===== config.mk =====
export PLATFORM = sky130hd
export DESIGN_NAME = rf_read_unit_flat
export DESIGN_NICKNAME = d
export VERILOG_FILES = /design/src/rtl/rf_pkg.sv /design/src/rtl/rf_read_unit_if.sv /design/src/rtl/rf_read_port.sv /design/src/rtl/rf_read_unit.sv /design/src/flat_wrapper.sv
export SDC_FILE = /design/constraint.sdc
export NUM_CORES = 1
export LEC_CHECK = 0
export ABC_AREA = 1
export ABC_CLOCK_PERIOD_IN_PS = 1700
export CAP_MARGIN = 30
export CORE_UTILIZATION = 55
export CTS_BUF_LIST = sky130_fd_sc_hd__clkbuf_4 sky130_fd_sc_hd__clkbuf_8 sky130_fd_sc_hd__clkbuf_16
export CTS_CLUSTER_SIZE = 16
export DETAILED_ROUTE_END_ITERATION = 6
export PLACE_DENSITY_LB_ADDON = 0.25
export SLEW_MARGIN = 20
export SYNTH_ARGS = -nofsm -noshare
export SYNTH_HDL_FRONTEND = slang
export SYNTH_SLANG_ARGS = --single-unit

===== constraint.sdc =====
create_clock -name clk -period 1.7 [get_ports clk]
set_clock_uncertainty 0.1 [all_clocks]
set_input_delay 0.255 -clock clk [delete_from_list [all_inputs] [get_ports clk]]
set_output_delay 0.255 -clock clk [all_outputs]
set_load 0.005 [all_outputs]

===== src/rtl/rf_pkg.sv =====
// rtl/rf_pkg.sv - shared defaults, address-width helper and read FSM states for the register file
package rf_pkg;

    localparam int BUS_WIDTH_DEF = 16;
    localparam int NUM_REGS_DEF  = 8;

    // Index width for a power-of-two register count (at least one bit).
    function automatic int addr_w(input int num_regs);
        return (num_regs <= 2) ? 1 : $clog2(num_regs);
    endfunction

    typedef enum logic {
        IDLE = 1'b0,
        HOLD = 1'b1
    } rd_state_e;

endpackage


===== src/rtl/rf_read_unit_if.sv =====
// rtl/rf_read_unit_if.sv - write port and dual read-port handshake bundle for rf_read_unit
interface rf_read_unit_if #(
    parameter int BUS_WIDTH = rf_pkg::BUS_WIDTH_DEF,
    parameter int NUM_REGS  = rf_pkg::NUM_REGS_DEF,
    localparam int ADDR_W   = rf_pkg::addr_w(NUM_REGS)
);

    logic                 regWrite;
    logic [ADDR_W-1:0]    wr_addr;
    logic [BUS_WIDTH-1:0] in;

    logic                 rd_req_a;
    logic                 rd_req_b;
    logic [ADDR_W-1:0]    rd_addr_a;
    logic [ADDR_W-1:0]    rd_addr_b;
    logic                 rd_ready_a;
    logic                 rd_ready_b;

    logic                 rd_busy_a;
    logic                 rd_busy_b;
    logic                 out_valid_a;
    logic                 out_valid_b;
    logic [BUS_WIDTH-1:0] out_a;
    logic [BUS_WIDTH-1:0] out_b;

    modport master (
        output regWrite, wr_addr, in,
        output rd_req_a, rd_req_b, rd_addr_a, rd_addr_b, rd_ready_a, rd_ready_b,
        input  rd_busy_a, rd_busy_b, out_valid_a, out_valid_b, out_a, out_b
    );

    modport slave (
        input  regWrite, wr_addr, in,
        input  rd_req_a, rd_req_b, rd_addr_a, rd_addr_b, rd_ready_a, rd_ready_b,
        output rd_busy_a, rd_busy_b, out_valid_a, out_valid_b, out_a, out_b
    );

endinterface


===== src/rtl/rf_read_port.sv =====
// rtl/rf_read_port.sv - one read port: IDLE/HOLD handshake FSM with registered output data
module rf_read_port
    import rf_pkg::*;
#(
    parameter int BUS_WIDTH = BUS_WIDTH_DEF
) (
    input  logic                 clk,
    input  logic                 rst_n,
    input  logic                 rd_req_i,
    input  logic                 rd_ready_i,
    input  logic [BUS_WIDTH-1:0] rd_data_i,
    output logic                 rd_busy_o,
    output logic                 out_valid_o,
    output logic [BUS_WIDTH-1:0] out_o
);

    rd_state_e            state_q, state_d;
    logic [BUS_WIDTH-1:0] out_q, out_d;

    // Busy only while a result is held and the consumer has not taken it.
    assign rd_busy_o   = (state_q == HOLD) && !rd_ready_i;
    assign out_valid_o = (state_q == HOLD);
    assign out_o       = out_q;

    // State and output data registers; reset drops any pending result.
    always_ff @(posedge clk or negedge rst_n) begin
        if (!rst_n) begin
            state_q <= IDLE;
            out_q   <= '0;
        end else begin
            state_q <= state_d;
            out_q   <= out_d;
        end
    end

    // Next state: latch on request when free, hold until consumed, chain back-to-back reads.
    always_comb begin
        state_d = state_q;
        out_d   = out_q;
        case (state_q)
            IDLE: begin
                if (rd_req_i) begin
                    out_d   = rd_data_i;
                    state_d = HOLD;
                end
            end
            HOLD: begin
                if (rd_ready_i) begin
                    if (rd_req_i) begin
                        out_d = rd_data_i;
                    end else begin
                        state_d = IDLE;
                    end
                end
            end
        endcase
    end

endmodule


===== src/rtl/rf_read_unit.sv =====
// rtl/rf_read_unit.sv - register file with two handshaked read ports; RF_BYPASS_EN forwards same-edge writes
module rf_read_unit
    import rf_pkg::*;
#(
    parameter int BUS_WIDTH = BUS_WIDTH_DEF,
    parameter int NUM_REGS  = NUM_REGS_DEF
) (
    input  logic           clk,
    input  logic           rst_n,
    rf_read_unit_if.slave  bus
);

    localparam int ADDR_W = addr_w(NUM_REGS);

    logic [BUS_WIDTH-1:0] storage_q [NUM_REGS];
    logic [BUS_WIDTH-1:0] rd_data_a;
    logic [BUS_WIDTH-1:0] rd_data_b;
    logic [ADDR_W-1:0]    wr_addr;
    logic [ADDR_W-1:0]    rd_addr_a;
    logic [ADDR_W-1:0]    rd_addr_b;

    assign wr_addr   = bus.wr_addr;
    assign rd_addr_a = bus.rd_addr_a;
    assign rd_addr_b = bus.rd_addr_b;

    // Storage: register 0 is never written so it always reads zero.
    always_ff @(posedge clk or negedge rst_n) begin
        if (!rst_n) begin
            for (int i = 0; i < NUM_REGS; i++) begin
                storage_q[i] <= '0;
            end
        end else if (bus.regWrite && (wr_addr != '0)) begin
            storage_q[wr_addr] <= bus.in;
        end
    end

    // Port A read data, optionally forwarding a write landing on the same edge.
    always_comb begin
        rd_data_a = storage_q[rd_addr_a];
`ifdef RF_BYPASS_EN
        if (bus.regWrite && (wr_addr == rd_addr_a)) begin
            rd_data_a = bus.in;
        end
`endif
        if (rd_addr_a == '0) begin
            rd_data_a = '0;
        end
    end

    // Port B read data, same selection as port A.
    always_comb begin
        rd_data_b = storage_q[rd_addr_b];
`ifdef RF_BYPASS_EN
        if (bus.regWrite && (wr_addr == rd_addr_b)) begin
            rd_data_b = bus.in;
        end
`endif
        if (rd_addr_b == '0) begin
            rd_data_b = '0;
        end
    end

    rf_read_port #(.BUS_WIDTH(BUS_WIDTH)) u_port_a (
        .clk         (clk),
        .rst_n       (rst_n),
        .rd_req_i    (bus.rd_req_a),
        .rd_ready_i  (bus.rd_ready_a),
        .rd_data_i   (rd_data_a),
        .rd_busy_o   (bus.rd_busy_a),
        .out_valid_o (bus.out_valid_a),
        .out_o       (bus.out_a)
    );

    rf_read_port #(.BUS_WIDTH(BUS_WIDTH)) u_port_b (
        .clk         (clk),
        .rst_n       (rst_n),
        .rd_req_i    (bus.rd_req_b),
        .rd_ready_i  (bus.rd_ready_b),
        .rd_data_i   (rd_data_b),
        .rd_busy_o   (bus.rd_busy_b),
        .out_valid_o (bus.out_valid_b),
        .out_o       (bus.out_b)
    );

endmodule


===== src/flat_wrapper.sv =====
// flat-port wrapper written by rule: the top's interface ports become plain ports
module rf_read_unit_flat import rf_pkg::*;
#(
    parameter int BUS_WIDTH = BUS_WIDTH_DEF,
    parameter int NUM_REGS  = NUM_REGS_DEF
)
  (clk, rst_n, bus_regWrite, bus_wr_addr, bus_in, bus_rd_req_a, bus_rd_req_b, bus_rd_addr_a, bus_rd_addr_b, bus_rd_ready_a, bus_rd_ready_b, bus_rd_busy_a, bus_rd_busy_b, bus_out_valid_a, bus_out_valid_b, bus_out_a, bus_out_b);
  rf_read_unit_if #(.BUS_WIDTH(BUS_WIDTH), .NUM_REGS(NUM_REGS)) bus_i ();
  input  logic clk;
  input  logic rst_n;
  input wire logic [$bits(bus_i.regWrite)-1:0] bus_regWrite;
  input wire logic [$bits(bus_i.wr_addr)-1:0] bus_wr_addr;
  input wire logic [$bits(bus_i.in)-1:0] bus_in;
  input wire logic [$bits(bus_i.rd_req_a)-1:0] bus_rd_req_a;
  input wire logic [$bits(bus_i.rd_req_b)-1:0] bus_rd_req_b;
  input wire logic [$bits(bus_i.rd_addr_a)-1:0] bus_rd_addr_a;
  input wire logic [$bits(bus_i.rd_addr_b)-1:0] bus_rd_addr_b;
  input wire logic [$bits(bus_i.rd_ready_a)-1:0] bus_rd_ready_a;
  input wire logic [$bits(bus_i.rd_ready_b)-1:0] bus_rd_ready_b;
  output wire logic [$bits(bus_i.rd_busy_a)-1:0] bus_rd_busy_a;
  output wire logic [$bits(bus_i.rd_busy_b)-1:0] bus_rd_busy_b;
  output wire logic [$bits(bus_i.out_valid_a)-1:0] bus_out_valid_a;
  output wire logic [$bits(bus_i.out_valid_b)-1:0] bus_out_valid_b;
  output wire logic [$bits(bus_i.out_a)-1:0] bus_out_a;
  output wire logic [$bits(bus_i.out_b)-1:0] bus_out_b;
  assign bus_i.regWrite = bus_regWrite;
  assign bus_i.wr_addr = bus_wr_addr;
  assign bus_i.in = bus_in;
  assign bus_i.rd_req_a = bus_rd_req_a;
  assign bus_i.rd_req_b = bus_rd_req_b;
  assign bus_i.rd_addr_a = bus_rd_addr_a;
  assign bus_i.rd_addr_b = bus_rd_addr_b;
  assign bus_i.rd_ready_a = bus_rd_ready_a;
  assign bus_i.rd_ready_b = bus_rd_ready_b;
  assign bus_rd_busy_a = bus_i.rd_busy_a;
  assign bus_rd_busy_b = bus_i.rd_busy_b;
  assign bus_out_valid_a = bus_i.out_valid_a;
  assign bus_out_valid_b = bus_i.out_valid_b;
  assign bus_out_a = bus_i.out_a;
  assign bus_out_b = bus_i.out_b;
  rf_read_unit #(.BUS_WIDTH(BUS_WIDTH), .NUM_REGS(NUM_REGS)) u_core (.clk(clk), .rst_n(rst_n), .bus(bus_i));
endmodule

Word level (Yosys, flattened, before mapping)

Index checks and enable logic that the tools add are counted.

Add/sub/neg operators: 0
$mul: 0
Div/mod/pow operators: 0
$lt $le $gt $ge: 4
Eq/ne operators: 2
Shift-type cells: 0
Multiplexer cells: 23
Bitwise logic cells: 5
Reduce and logical (&&, ||, !) cells: 9

Operators with widths:

| cell                                                        | number |
|---|---|
| 2-to-1 mux 16 bit                                           | 11 |
| bitwise mux 128 bit                                         | 1 |
| binary-select mux 16 bit (select 3 bit)                     | 2 |
| one-hot mux 16 bit (2 select lines)                         | 2 |
| demux 16 bit (select 3 bit)                                 | 1 |
| greater-or-equal comparator 4 bit (second input constant)   | 3 |
| inverter 3 -> 4 bit                                         | 3 |
| logical NOT 3 bit                                           | 2 |
| logical AND 1 bit                                           | 4 |
| less-than comparator 4 x 1 -> 1 bit (second input constant) | 1 |
| 2-to-1 mux 1 bit                                            | 4 |
| inequality test 2 bit (second input constant)               | 2 |
| one-hot mux 1 bit (2 select lines)                          | 2 |
| nonzero test 3 bit                                          | 1 |
| logical NOT 1 bit                                           | 2 |
| inverter 1 bit                                              | 2 |

Bits in registers: 162
Latch bits: 0
RAM bits: 0
ROM bits: 0
Word-level logic and storage cells: 55
Memories kept: 0

Logic depth before layout (Yosys ltp)

Gate-level depths: netlist of the first run.

Word-level depth: 8
Mapped depth: 9
Mapped depth without buffers: 7

Hierarchy

From an unflattened synthesis of the first run, not the netlist that was laid out.

Cell total of the unflattened synthesis: 1298
Area, all modules: 8963.6 µm²

Modules (own cells, without submodules):

| module       | instances | cells an instance | area each (µm²) | seq. area each (µm²) |
|---|---|---|---|---|
| rf_read_unit | 1         | 1150              | 7572.3          | 3203.1 |
| rf_read_port | 2         | 74                | 695.7           | 425.4 |

Worst setup path before layout of the first run

OpenSTA, ideal clock, no wires.

Path type: register to register
Start point: register u_core.u_port_a.state_q, in the netlist u_core.u_port_a.out_valid_o
End point: register u_core.u_port_a.out_q[11], in the netlist u_core.u_port_a.out_o[11]
Arrival: 1.030 ns
Setup slack: 0.448 ns
Cell stages (with the launch flop): 8
Buffers on the path: 1
Period minus slack after synthesis: 1.252 ns
Cell sequence: dfrtp_1 > nand2_1 > inv_1 > nor2_8 > buf_4 > nand2_1 > nor2_1 > a21oi_1

Longest elaborated chain between the ends: 2
Elaborated cells on any way between the ends: 3

RTL lines:

| what                                | RTL line           | source |
|---|---|---|
| start: declaration                  | rf_read_port.sv:17 | `rd_state_e state_q, state_d;` |
| start signal: assignment            | rf_read_port.sv:31 | `state_q <= state_d;` |
| inverter 1 bit                      | --                 |  |
| one-hot mux 16 bit (2 select lines) | rf_read_port.sv:40 | `case (state_q)` |
| end signal: assignment              | rf_read_port.sv:32 | `out_q <= out_d;` |
| end: declaration                    | rf_read_port.sv:18 | `logic [BUS_WIDTH-1:0] out_q, out_d;` |

Several ways; a longest one is shown, not always the timed one.
A chain may end at the register's enable or synchronous reset.

Final worst setup path of the first run

Start point: register u_core.u_port_a.out_q[1], in the netlist u_core.u_port_a.out_o[1]
End point: output port bus_out_a[1]

RTL lines:

| what             | RTL line           | source |
|---|---|---|
| end: declaration | flat_wrapper.sv:24 | `output wire logic [$bits(bus_i.out_a)-1:0] bus_out_a;` |

No word-level cell between the ends.

==> impl_metrics.json, run 1 <==
{
  "status": "finished clean",
  "vias_per_cell": 5.645,
  "drive_above_1_share": 0.09879,
  "cp.depth": 1,
  "slowest_delay_ns": 0.52,
  "grt_pass1_vias": 7305,
  "synth_nets": 1088,
  "synth_area_mm2": 0.007725,
  "tightest_slew_ns": 0.3803,
  "worstPathMaxFanout": 2,
  "die_w_um": 120.5,
  "ant_nets": 0,
  "slew_violations": 0,
  "synth_commonest_cells": "nand2_1, dfrtp_1, inv_1",
  "clkLatencyLatePin_ns": 0.43,
  "port_buffers": 67,
  "worstPathArrival_ns": 1.32,
  "timing.rr.end": "u_core.u_port_a.out_o[5]$_DFFE_PN0P_",
  "clk_pin_slew_ns": 0.06,
  "fill_cells": 1125,
  "total_power_uw": 10480,
  "seq_area_frac_synth": 0.4730,
  "hold_path_class": "input pin to asynchronous set/reset pin",
  "path_class": "register to output port",
  "first_pass_iters": 5,
  "die-area_mm2": 0.01452,
  "max_freq_mhz": 595.6,
  "synth_warnings": 0,
  "vdd_drop_max_uv": 816.2,
  "clockBufferDepth": 2,
  "synth_top_area_cell": "dfrtp_1",
  "crit_path_end": "bus_out_a[1]",
  "ioPinCount": 68,
  "period_share": 0.9877,
  "fin_nets": 1177,
  "end_kind": "output port",
  "wire_per_inst_um": 17.68,
  "cts_tree": "done",
  "cts-root-buf": "clkbuf_16",
  "dpl.hpwl_um": 15540,
  "core_mm2": 0.01345,
  "cts_max_level": 4,
  "period_needed_ns": 1.679,
  "crit_chain": "clkdlybuf4s50_1",
  "initial_core_util": 0.5742,
  "async_reset_ff_frac": 1.000,
  "grt_max_degree": 49,
  "setup_viol": 0,
  "startpoint_type": "register",
  "ys_seq_elements": 146,
  "grt.overflow.total": 0,
  "slowest_stage": "clkdlybuf4s50_1",
  "power.density_mw_per_mm2": 1112,
  "drc": 0,
  "finalHoldViolations": 0,
  "cts-buffers-inserted": 17,
  "synth_ff_type": "dfrtp_1",
  "antenna_cells": 0,
  "drt_iter0_drc": 899,
  "required_ns": 1.34,
  "r2r_cells": 9,
  "antenna_found_initial": 0,
  "grt_first_pass_wirelength_um": 37960,
  "totalWireLength_um": 23520,
  "r2r_start": "u_core.u_port_a.out_valid_o$_DFF_PN0_",
  "num_vias": 7508,
  "ys_types": 26,
  "yosys.cell_count.top_type": "nand2_1",
  "crit_buf_inv": 1,
  "cts_sinks": 146,
  "cp-startpoint": "u_core.u_port_a.out_o[1]$_DFFE_PN0P_",
  "place.gp.congestion": 0.9308,
  "cpLargestDelayFamily": "buffers and inverters",
  "multi_input_area_mm2": 0.003243,
  "avgSynthCellArea_um2": 7.315,
  "synth_top_area_share": 0.4730,
  "r2r_slack_ns": 0.16,
  "layout.area.seq_mm2": 0.003654,
  "synth_area_leaders": "dfrtp_1, nand2_1, o21ai_0",
  "row_count": 42,
  "track_usage": 0.3472,
  "synth-edff-count": 0,
  "area_delta_synth_final_pct": 21.91,
  "p_leak_uw": 0.004793,
  "slew_headroom": 0.7465,
  "cap_violations": 0,
  "hold_slack_ns": 0.1376,
  "die_h_um": 120.5,
  "syn_inst": 1056
}
-- cell families (layout without fill, tap and decap cells) --
kind of cell | after synthesis | after routing | share of synthesized area
AO/OA/AOI/OAI | 165 | 165 | 0.1088
buffers and inverters | 155 | 253 | 0.1079
flip-flops | 146 | 146 | 0.4730
AND/OR/NAND/NOR | 590 | 590 | 0.3103
-- cell type report --
type	instances	area share
inverter	96	0.03826
timing repair buffer	129	0.1451
clock buffer	23	0.05261
multi-input combinational	755	0.3444
tap	176	0.02338
sequential	146	0.3879
clock inverter	5	0.008370
-- registers in the layout, indices dropped and copies added (netlist names) --
signal                       flops
u_core.storage_q               112
u_core.u_port_a.out_o           16
u_core.u_port_a.out_valid_o      1
u_core.u_port_b.out_o           16
u_core.u_port_b.out_valid_o      1
-- metrics by stage --
stage | util | setup WS, ns | setup TNS, ns | cell area (um^2) | std cells
2_1_floorplan | - | 0.4485 | 0 | 7725 | 1056
3_3_place_gp | 0.6543 | -0.1544 | -1.506 | 8802 | 1297
3_5_place_dp | 0.6543 | -0.2008 | -2.134 | 8802 | 1297
4_1_cts | 0.6980 | 0.008021 | 0 | 9390 | 1328
5_1_grt | 0.7001 | -0.002408 | -0.002408 | 9418 | 1330
6_report | 0.7001 | 0.02097 | 0 | 9418 | 1330
-- metal layers --
layer | share of wire | global-route usage | up-vias
met5 | 0 | 0 | -
met4 | 0.036 | 0.1667 | 0
met3 | 0.088 | 0.05425 | 73
met2 | 0.46 | 0.5445 | 462
met1 | 0.42 | 0.4728 | 3496
li1 | - | - | 3477
-- cell usage in the layout (no fill, tap or decap), drive strengths merged --
| master | count |
|---|---|
| buf | 64 |
| o21ai | 114 |
| clkdlybuf4s50 | 48 |
| dlygate4sd3 | 1 |
| nor3 | 1 |
| clkbuf | 23 |
| dlymetal6s2s | 5 |
| dlygate4sd2 | 11 |
| nand3 | 84 |
| nand3b | 3 |
| nand2 | 440 |
| bufinv | 2 |
| a21oi | 51 |
| dfrtp | 146 |
| nor2 | 62 |
| inv | 95 |
| clkinv | 4 |
-- worst min path at each step --
stage / cells past startpoint / to / slack (ns) / from
3_3_place_gp: 1 / u_core.storage_q[21]$_DFFE_PN0P_ / 0.01 / rst_n
3_5_place_dp: 1 / u_core.storage_q[21]$_DFFE_PN0P_ / 0.01 / rst_n
5_1_grt: 2 / u_core.storage_q[0]$_DFFE_PN0P_ / 0.16 / rst_n
4_1_cts: 2 / u_core.storage_q[21]$_DFFE_PN0P_ / 0.13 / rst_n
6_report: 2 / u_core.storage_q[21]$_DFFE_PN0P_ / 0.14 / rst_n
2_1_floorplan: 0 / u_core.storage_q[0]$_DFFE_PN0P_ / -0.14 / rst_n
-- repair_timing --
item,CTS,global route
pin swaps,0,0
hold endpoints to repair,146,0
cloned,0,0
setup buffers,2,2
resized for setup,13,5
setup endpoints to repair,11,6
hold buffers,1,0
-- power breakdown --
| part | internal [uW] | switching (uW) | total, uW |
|---|---|---|---|
| Clock | 2310 | 1370 | 3680 |
| Sequential | 4120 | 469 | 4590 |
| Combinational | 953 | 1260 | 2210 |
(Power assumes the default switching activity.)
==> run 2: changes to the inputs <==
SLEW_MARGIN = 40   (was 20)
==> results of run 2 <==
Final layout, timing and power as in run 1 (identical DEF).
==> run 3: changes to the inputs <==
CORE_MARGIN = 2   (was default)
==> impl_metrics.json, run 3 (synthesis results as in run 1) <==
{
  "status": "complete, but fails checks",
  "violations": "design-rule violations",
  "grt_max_degree": 47,
  "end_kind": "output port",
  "grt.overflow.total": 0,
  "mostFrequentLayoutCells": "nand2_1, dfrtp_1, inv_1, o21ai_0, nand3_1",
  "vdd_drop_max_uv": 860.9,
  "setup_viol": 0,
  "dpl.hpwl_um": 14930,
  "tightest_slew_ns": 0.4103,
  "die_w_um": 122.5,
  "grt_first_pass_wirelength_um": 36640,
  "cts_tree": "done",
  "final_common_cell": "nand2_1",
  "die_h_um": 122.5,
  "cap_violations": 0,
  "track_usage": 0.3237,
  "fill_cells": 1147,
  "worstPathMaxFanout": 2,
  "hold_slack_ns": 0.2094,
  "crit_chain": "clkdlybuf4s50_1",
  "antenna_found_initial": 0,
  "finalHoldViolations": 0,
  "clk_pin_slew_ns": 0.06,
  "cts_max_level": 4,
  "r2r_cells": 8,
  "drt_iter0_drc": 850,
  "hold_path_class": "input pin to asynchronous set/reset pin",
  "clkLatencyLatePin_ns": 0.43,
  "first_pass_iters": 7,
  "largest_reg_flops": 112,
  "slew_violations": 0,
  "port_buffers": 67,
  "r2r_slack_ns": 0.26,
  "p_leak_uw": 0.004902,
  "drive_above_1_share": 0.09792,
  "period_share": 0.9783,
  "crit_path_end": "bus_out_b[9]",
  "total_power_uw": 10350,
  "vias_per_cell": 5.463,
  "slowest_delay_ns": 0.51,
  "rsz0062_at_grt": "false",
  "crit_buf_inv": 1,
  "power.density_mw_per_mm2": 1094,
  "worstPathArrival_ns": 1.31,
  "ant_nets": 0,
  "totalWireLength_um": 22360,
  "slew_headroom": 0.7265,
  "ioPinCount": 68,
  "area_delta_synth_final_pct": 22.40,
  "initial_core_util": 0.5609,
  "cp-startpoint": "u_core.u_port_b.out_o[9]$_DFFE_PN0P_",
  "period_needed_ns": 1.663,
  "startpoint_type": "register",
  "cpLargestDelayFamily": "buffers and inverters",
  "required_ns": 1.34,
  "final_cells": 1334,
  "regMostFlops": "u_core.storage_q",
  "path_class": "register to output port",
  "drc": 1,
  "fin_nets": 1176,
  "r2r_start": "u_core.u_port_a.out_valid_o$_DFF_PN0_",
  "core_mm2": 0.01377,
  "dp_cells": 1297,
  "num_vias": 7287,
  "timing.rr.end": "u_core.u_port_a.out_o[4]$_DFFE_PN0P_",
  "cts-root-buf": "clkbuf_16",
  "die-area_mm2": 0.01501,
  "slowest_stage": "clkdlybuf4s50_1",
  "clockBufferDepth": 2,
  "row_count": 43,
  "max_freq_mhz": 601.3,
  "cts-buffers-inserted": 17,
  "wire_per_inst_um": 16.76,
  "antenna_cells": 0,
  "cp.depth": 1,
  "grt_pass1_vias": 7091,
  "cts_sinks": 146,
  "place.gp.congestion": 0.9030
}
## run 3: cell types whose count changed in the layout (fill, tap and decap cells not counted), moves of 2 or more
cell and delta:
clkdlybuf4s50_1 -9, dlymetal6s2s_1 +11, buf_4 -3, buf_12 +2, dlygate4sd2_1 -2
## run 3: layout make-up
class                           instances  area (um^2)  share of cell area
Inverter                               96        360.3             0.03811
Clock buffer                           24        509.2             0.05386
Sequential cell                       146         3654              0.3864
Clock inverter                          5        52.55            0.005558
Tap cell                              180        225.2             0.02382
Multi-Input combinational cell        755         3241              0.3427
Timing Repair Buffer                  128         1414              0.1495
## run 3: how the worst min path moves through the flow
| stage | from | endpoint | slack, ns |
|---|---|---|---|
| finish | rst_n | u_core.u_port_a.out_o[1]$_DFFE_PN0P_ | 0.21 |
| detailed placement | rst_n | u_core.storage_q[33]$_DFFE_PN0P_ | 0.09 |
| global route | rst_n | u_core.u_port_a.out_o[1]$_DFFE_PN0P_ | 0.23 |
| global placement | rst_n | u_core.storage_q[33]$_DFFE_PN0P_ | 0.09 |
| floorplan | rst_n | u_core.storage_q[0]$_DFFE_PN0P_ | -0.14 |
| CTS | rst_n | u_core.u_port_a.out_o[1]$_DFFE_PN0P_ | 0.21 |
## run 3: stage by stage
| step | setup WS [ns] | area (um^2) | setup TNS, ns | util |
|---|---|---|---|---|
| detailed placement | -0.1045 | 8802 | -0.6503 | 0.6391 |
| CTS | 0.005112 | 9393 | 0 | 0.6820 |
| finish | 0.03692 | 9455 | 0 | 0.6865 |
| global route | 0.002487 | 9455 | 0 | 0.6865 |
| global placement | -0.1019 | 8802 | -0.5186 | 0.6391 |
| floorplan | 0.4485 | 7725 | 0 | - |
## run 3: power breakdown
group / internal [uW] / switching (uW) / leakage, uW
sequential: 4120 / 455 / 0.00180
combinational: 960 / 1230 / 0.00282
clock: 2200 / 1370 / 0.000281
total: 7280 / 3060 / 0.00490
## run 3: routing by layer
metal,global-route usage,vias up,share of wire
met2,0.5146,341,0.47
li1,-,3483,-
met1,0.4247,3418,0.41
met4,0.1322,0,0.029
met3,0.08132,45,0.086
met5,0,-,0
## run 3: timing repair
item,4_1_cts,5_1_grt
endpoints found under the hold margin,36,0
hold buffers,1,0
gates resized for setup,10,16
setup endpoints to repair,11,17
buffers inserted,4,3
pin swaps,0,0
